<file path="config.mk">
export PLATFORM = sky130hd
export DESIGN_NAME = mem_slot_arbiter
export DESIGN_NICKNAME = d
export VERILOG_FILES = /design/src/rtl/mem_slot_arbiter_pkg.sv /design/src/rtl/mem_slot_arbiter_rr_pick2.sv /design/src/rtl/mem_slot_arbiter.sv
export SDC_FILE = /design/constraint.sdc
export NUM_CORES = 1
export LEC_CHECK = 0
export CORE_AREA = 2 2 67 69
export DETAILED_ROUTE_END_ITERATION = 10
export DIE_AREA = 0 0 69 71
export DONT_BUFFER_PORTS = 1
export GPL_ROUTABILITY_DRIVEN = 0
export GPL_TIMING_DRIVEN = 0
export PLACE_DENSITY_LB_ADDON = 0.2
export SYNTH_ARGS = -nofsm -noshare
export SYNTH_HDL_FRONTEND = slang
export SYNTH_SLANG_ARGS = --single-unit
</file>
<file path="constraint.sdc">
create_clock -name clk -period 1.9 [get_ports clk]
set_input_delay 0.57 -clock clk [delete_from_list [all_inputs] [get_ports clk]]
set_output_delay 0.57 -clock clk [all_outputs]
set_load 0.02 [all_outputs]
</file>
<file path="src/rtl/mem_slot_arbiter_pkg.sv">
`default_nettype none
// ============================================================================
// Module      : mem_slot_arbiter_pkg
// Description : Slot constants shared by the memory slot arbiter and vga_ctrl.
// Revision    : 1.0 - initial release
// ============================================================================
package mem_slot_arbiter_pkg;

   // Slot counter width and number of slots in one rotation
   localparam int ACNT_W    = 3;
   localparam int NUM_SLOTS = 1 << ACNT_W;

   // Slots owned by VGA by default: 0 and 4
   localparam logic [NUM_SLOTS-1:0] VGA_SLOT_MASK_DEFAULT = 8'b0001_0001;

   // Client port indices
   localparam int CLI_CPU = 0;
   localparam int CLI_IO  = 1;

   // True when the given slot belongs to VGA under the given mask
   function automatic logic is_vga_slot(input logic [NUM_SLOTS-1:0] mask,
                                        input logic [ACNT_W-1:0]    slot);
      return mask[slot];
   endfunction

endpackage
`default_nettype wire

</file>
<file path="src/rtl/mem_slot_arbiter_rr_pick2.sv">
`default_nettype none
// ============================================================================
// Module      : rr_pick2
// Description : Two-way round-robin picker. When both request, the client
//               named by ptr wins; otherwise the lone requester wins.
// Revision    : 1.0 - initial release
// ============================================================================
module rr_pick2
   import mem_slot_arbiter_pkg::*;
(
   input  logic [1:0] req,
   input  logic       ptr,
   output logic [1:0] gnt,
   output logic       gnt_any
);

   // One-hot grant selection; ptr breaks the tie
   always_comb begin
      gnt = 2'b00;
      if (req == 2'b11) begin
         gnt[CLI_IO]  = ptr;
         gnt[CLI_CPU] = ~ptr;
      end else begin
         gnt = req;
      end
   end

   assign gnt_any = |req;

endmodule
`default_nettype wire

</file>
<file path="src/rtl/mem_slot_arbiter.sv">
`default_nettype none
// ============================================================================
// Module      : mem_slot_arbiter
// Description : Time-division arbiter for the shared memory port. A free
//               running slot count hands VGA its slots; the remaining slots
//               are shared round-robin between the CPU and IO clients.
// Revision    : 1.0 - initial release
// ============================================================================
module mem_slot_arbiter
   import mem_slot_arbiter_pkg::*;
#(
   parameter int                    AW            = 16,
   parameter int                    DW            = 16,
   parameter logic [NUM_SLOTS-1:0]  VGA_SLOT_MASK = VGA_SLOT_MASK_DEFAULT
) (
   input  logic              clk,
   input  logic              rst,        // asynchronous, active low
   output logic [ACNT_W-1:0] acnt,
   input  logic [AW-1:0]     vga_addr,
   output logic [DW-1:0]     vga_data,
   input  logic [1:0]        c_req,
   input  logic [1:0]        c_we,
   input  logic [2*AW-1:0]   c_addr,
   input  logic [2*DW-1:0]   c_wdata,
   output logic [1:0]        c_ack,
   output logic [DW-1:0]     c_rdata,
   output logic              mem_en,
   output logic              mem_we,
   output logic [AW-1:0]     mem_addr,
   output logic [DW-1:0]     mem_wdata,
   input  logic [DW-1:0]     mem_rdata
);

   logic [ACNT_W-1:0] r_acnt;
   logic              r_rr_ptr;
   logic [1:0]        r_inflight;

   logic              w_vga_slot;
   logic [1:0]        w_eligible;
   logic [1:0]        w_gnt;
   logic              w_gnt_any;
   logic              w_gnt_idx;

   assign w_vga_slot = is_vga_slot(VGA_SLOT_MASK, r_acnt);

   // A client with an access in flight cannot be re-granted in its ack cycle;
   // VGA slots hide every client request.
   assign w_eligible = c_req & ~r_inflight & {2{~w_vga_slot}};

   rr_pick2 u_pick (
      .req     (w_eligible),
      .ptr     (r_rr_ptr),
      .gnt     (w_gnt),
      .gnt_any (w_gnt_any)
   );

   assign w_gnt_idx = w_gnt[CLI_IO];

   // Slot counter, round-robin pointer and in-flight tracking
   always_ff @(posedge clk or negedge rst) begin
      if (!rst) begin
         r_acnt     <= '0;
         r_rr_ptr   <= 1'b0;
         r_inflight <= 2'b00;
      end else begin
         r_acnt     <= r_acnt + 1'b1;
         // An access lasts exactly one cycle, so in-flight mirrors last grant
         r_inflight <= w_gnt;
         if (w_gnt_any) begin
            r_rr_ptr <= ~w_gnt_idx;
         end
      end
   end

   // Memory port mux: VGA slot, granted client, or idle (forced idle in reset)
   always_comb begin
      mem_en    = 1'b0;
      mem_we    = 1'b0;
      mem_addr  = '0;
      mem_wdata = '0;
      if (rst) begin
         if (w_vga_slot) begin
            mem_en   = 1'b1;
            mem_addr = vga_addr;
         end else if (w_gnt_any) begin
            mem_en    = 1'b1;
            mem_we    = c_we[w_gnt_idx];
            mem_addr  = w_gnt_idx ? c_addr[2*AW-1:AW]  : c_addr[AW-1:0];
            mem_wdata = w_gnt_idx ? c_wdata[2*DW-1:DW] : c_wdata[DW-1:0];
         end
      end
   end

   // The ack cycle is the cycle after the grant, i.e. the in-flight cycle
   assign acnt     = r_acnt;
   assign c_ack    = r_inflight;
   assign c_rdata  = (|r_inflight) ? mem_rdata : '0;
   assign vga_data = mem_rdata;

endmodule
`default_nettype wire

</file>
==> results.sh, run 1 <==
export IMPL_die_x_um=69
export IMPL_status="finished, violations left"
export IMPL_cpPeakStageDelay_ps=430
export IMPL_cts_root_buf="clkbuf_8"
export IMPL_ant_nets=0
export IMPL_holdBufCountCts=0
export IMPL_synth_edff_count=0
export IMPL_cp_cell_sequence="inv_2 > ha_4 > or3b_4 > buf_6 > nor2_4 > o211ai_1"
export IMPL_fmax_mhz=405
export IMPL_vias=1645
export IMPL_clock_sinks=6
export IMPL_fin_crit_sh_pct=130
export IMPL_yosysSeqAreaShare_pct=10.5
export IMPL_avgSynthCellArea_sq_um=7.35
export IMPL_core_area_sq_mm=0.00420
export IMPL_synth_warnings=0
export IMPL_worst_pin_slew_ps=630
export IMPL_cts_clk_slew_worst_paths_ps=40
export IMPL_setup_viol=44
export IMPL_cts_buffers=3
export IMPL_syn_instance_count=194
export IMPL_report_final_slew_viol_count=0
export IMPL_clockBufferDepth=2
export IMPL_synthTopCellsByArea="dfrtp_1 (11%), a21oi_1 (9.1%), buf_4 (9.0%), nand3_1 (8.4%), nor2b_1 (7.5%)"
export IMPL_synthMuxAreaShare_pct=0
export IMPL_synth_top_cell_by_area="dfrtp_1"
export IMPL_drive_gt1_share_pct=63.6
export IMPL_layout_common_cells="buf_4 (30), a21oi_4 (24), nor2b_1 (16)"
export IMPL_failed_checks="setup timing"
export IMPL_overflow=0
export IMPL_pre_cts_ws_ps=-455
export IMPL_ys_seq_elements=6
export IMPL_design_area_sq_mm=0.00237
export IMPL_synth_fp_nets=298
export IMPL_synthArstFlopShare_pct=100
export IMPL_first_iter_violations=38
export IMPL_grt_usage_pct=19.4
export IMPL_crit_path_end_kind="output pin"
export IMPL_arrival_ps=1900
export IMPL_r2r_end="c_ack[1]$_DFF_PN0_"
export IMPL_dieHeight_um=71
export IMPL_worst_path_buf_inv=2
export IMPL_htree_num_levels=1
export IMPL_place_area_sq_mm=0.00196
export IMPL_peakVddDrop_uv=266
export IMPL_ff2ff_path_depth=7
export IMPL_drc=0
export IMPL_drt_wl_total_mm=5.58
export IMPL_leakagePower_nw=0.788
export IMPL_rrSetupSlack_ps=180
export IMPL_n_antenna_cell=0
export IMPL_hold_class="in -> async"
export IMPL_fin_ws_ps=-572
export IMPL_syn_to_final_growth_pct=66.5
export IMPL_layout_commonest_cell="buf_4"
export IMPL_timing_rr_start="acnt[0]$_DFF_PN0_"
export IMPL_final_setup_skew_ps=3.35
export IMPL_die_area_sq_mm=0.00490
export IMPL_drt_pass1_iter_count=4
export IMPL_crit_slowest_cell="dfrtp_2"
export IMPL_wl_per_cell_um=20.7
export IMPL_yosys_area_share_simple_pct=36.4
export IMPL_place_hpwl_mm=4.09
export IMPL_critPathMaxFanout=8
export IMPL_crit_required_ps=1330
export IMPL_cpLargestDelayFamily="simple AND/OR/NAND/NOR gates"
export IMPL_cts_tree="done"
export IMPL_period_needed_ps=2470
export IMPL_nets=322
export IMPL_via_per_inst=6.12
export IMPL_antenna_found_initial=0
export IMPL_synthAdderAreaFrac_pct=1.76
export IMPL_io_pins=173
export IMPL_synth_cell_type_count=34
export IMPL_max_cap_viol_count=0
export IMPL_slew_headroom_pct=57.8
export IMPL_finalHoldViolCount=0
export IMPL_clock_latency_ps=220
export IMPL_rows=24
export IMPL_netlist_area_sq_mm=0.00143
export IMPL_startpoint_type="flip-flop"
export IMPL_power_mw=1.06
export IMPL_rsz0062_at_grt="yes"
export IMPL_grt_max_degree=17
export IMPL_grt_pass1_vias=1677
export IMPL_powerDensity_mw_per_mm2=446
export IMPL_port_buffers=0
export IMPL_synth_compound_area_share_pct=29.2
export IMPL_start_util_pct=33.9
export IMPL_crit_type="reg -> out"
export IMPL_synthXorXnorAreaFrac_pct=0.615
export IMPL_grt_pass1_wl_mm=8.05
export IMPL_synth_top_family_by_area="simple AND/OR/NAND/NOR gates"
export IMPL_synth_flop_cell="dfrtp_1"
export IMPL_synth_top_area_share_pct=10.5
through the flow:
| stage | util (%) | setup TNS [ps] | hold slack [ps] | cells |
|---|---|---|---|---|
| finish | 56.5 | -18970 | 43.7 | 269 |
| detailed placement | 46.7 | -13780 | 275 | 246 |
| CTS | 52.7 | -18990 | 37.3 | 257 |
| floorplan | - | -7900 | 274 | 194 |
| global route | 56.5 | -22500 | 34.6 | 269 |
| global placement | 46.7 | -12610 | 275 | 246 |
cell type report:
| class | instances | area [sq um] |
|---|---|---|
| inverter | 3 | 11.3 |
| buffer | 36 | 339 |
| timing repair buffer | 19 | 194 |
| multi-input combinational | 149 | 1560 |
| clock buffer | 4 | 45.0 |
| fill | 348 | 1830 |
| sequential | 6 | 155 |
| tap | 52 | 65.1 |
synth_stat cells, types with 3 or more instances:
cell type,instances
buf_4,17
nand4b_1,7
o211ai_1,14
and3b_1,3
o21ai_1,10
nand2_1,7
and3b_2,4
a32oi_1,9
buf_2,6
a21oi_1,26
nor2b_1,17
nand3_1,24
dfrtp_1,6
clkbuf_1,4
o21ai_0,7
buf_6,7
worst reg2reg max path: cells and delay by family, from the launching register on:
kind	cells	cell delay, ps
buffers and inverters	4	470
AND/OR/NAND/NOR	2	590
flip-flops	1	430
adder cells (fa/ha/maj)	1	160
sequential cells by signal (all words and copies together) (netlist names):
signal,flops
r_rr_ptr,1
c_ack,2
acnt,3
cell families (layout without fill, tap and decap cells):
logic type / count (synthesis) / in the layout
compound gates: 68 / 69
xor+xnor: 1 / 1
fa+ha+maj: 2 / 2
buf+inv: 40 / 62
flops: 6 / 6
simple gates: 77 / 77
report_power, final:
group | internal, mW | total (mW) | leakage, nW | switching [mW]
sequential | 0.135 | 0.145 | 0.0722 | 0.00976
combinational | 0.298 | 0.718 | 0.693 | 0.420
clock | 0.144 | 0.197 | 0.0228 | 0.0527
total | 0.577 | 1.06 | 0.788 | 0.483
how the worst max path moves through the flow:
stage                     cells past startpoint               from       endpoint
after floorplan                               7  acnt[0]$_DFF_PN0_    mem_addr[0]
after global routing                          9  acnt[0]$_DFF_PN0_   mem_wdata[0]
after global placement                        7  acnt[0]$_DFF_PN0_  mem_wdata[14]
final                                         6  acnt[0]$_DFF_PN0_   mem_addr[14]
after CTS                                     8  acnt[0]$_DFF_PN0_   mem_wdata[9]
after detailed placement                      7  acnt[0]$_DFF_PN0_   mem_wdata[6]
routing by layer:
metal / wire, um / track usage [%] / vias to the layer above
met1: 1920 / 20.3 / 765
li1: - / - / 755
met5: 0 / 0 / -
met4: 111 / 6.10 / 0
met2: 3110 / 37.6 / 113
met3: 440 / 4.99 / 12
what timing repair did:
action	4_1_cts	5_1_grt
cloned	0	3
setup buffers	7	10
setup endpoints to repair	50	44
gates resized for setup	40	7
pin swaps	18	18
endpoints found under the hold margin	0	0
Note: power is estimated with default switching activity, not from simulation.
==> run 2, diff against run 1 <==
--- a/config.mk
+++ b/config.mk
@@ -5,6 +5,7 @@
 export SDC_FILE = /design/constraint.sdc
 export NUM_CORES = 1
 export LEC_CHECK = 0
+export ABC_CLOCK_PERIOD_IN_PS = 1900
 export CORE_AREA = 2 2 67 69
 export DETAILED_ROUTE_END_ITERATION = 10
 export DIE_AREA = 0 0 69 71
==> results of run 2 <==
The final DEF is identical to that of run 1; final timing and power are the same.
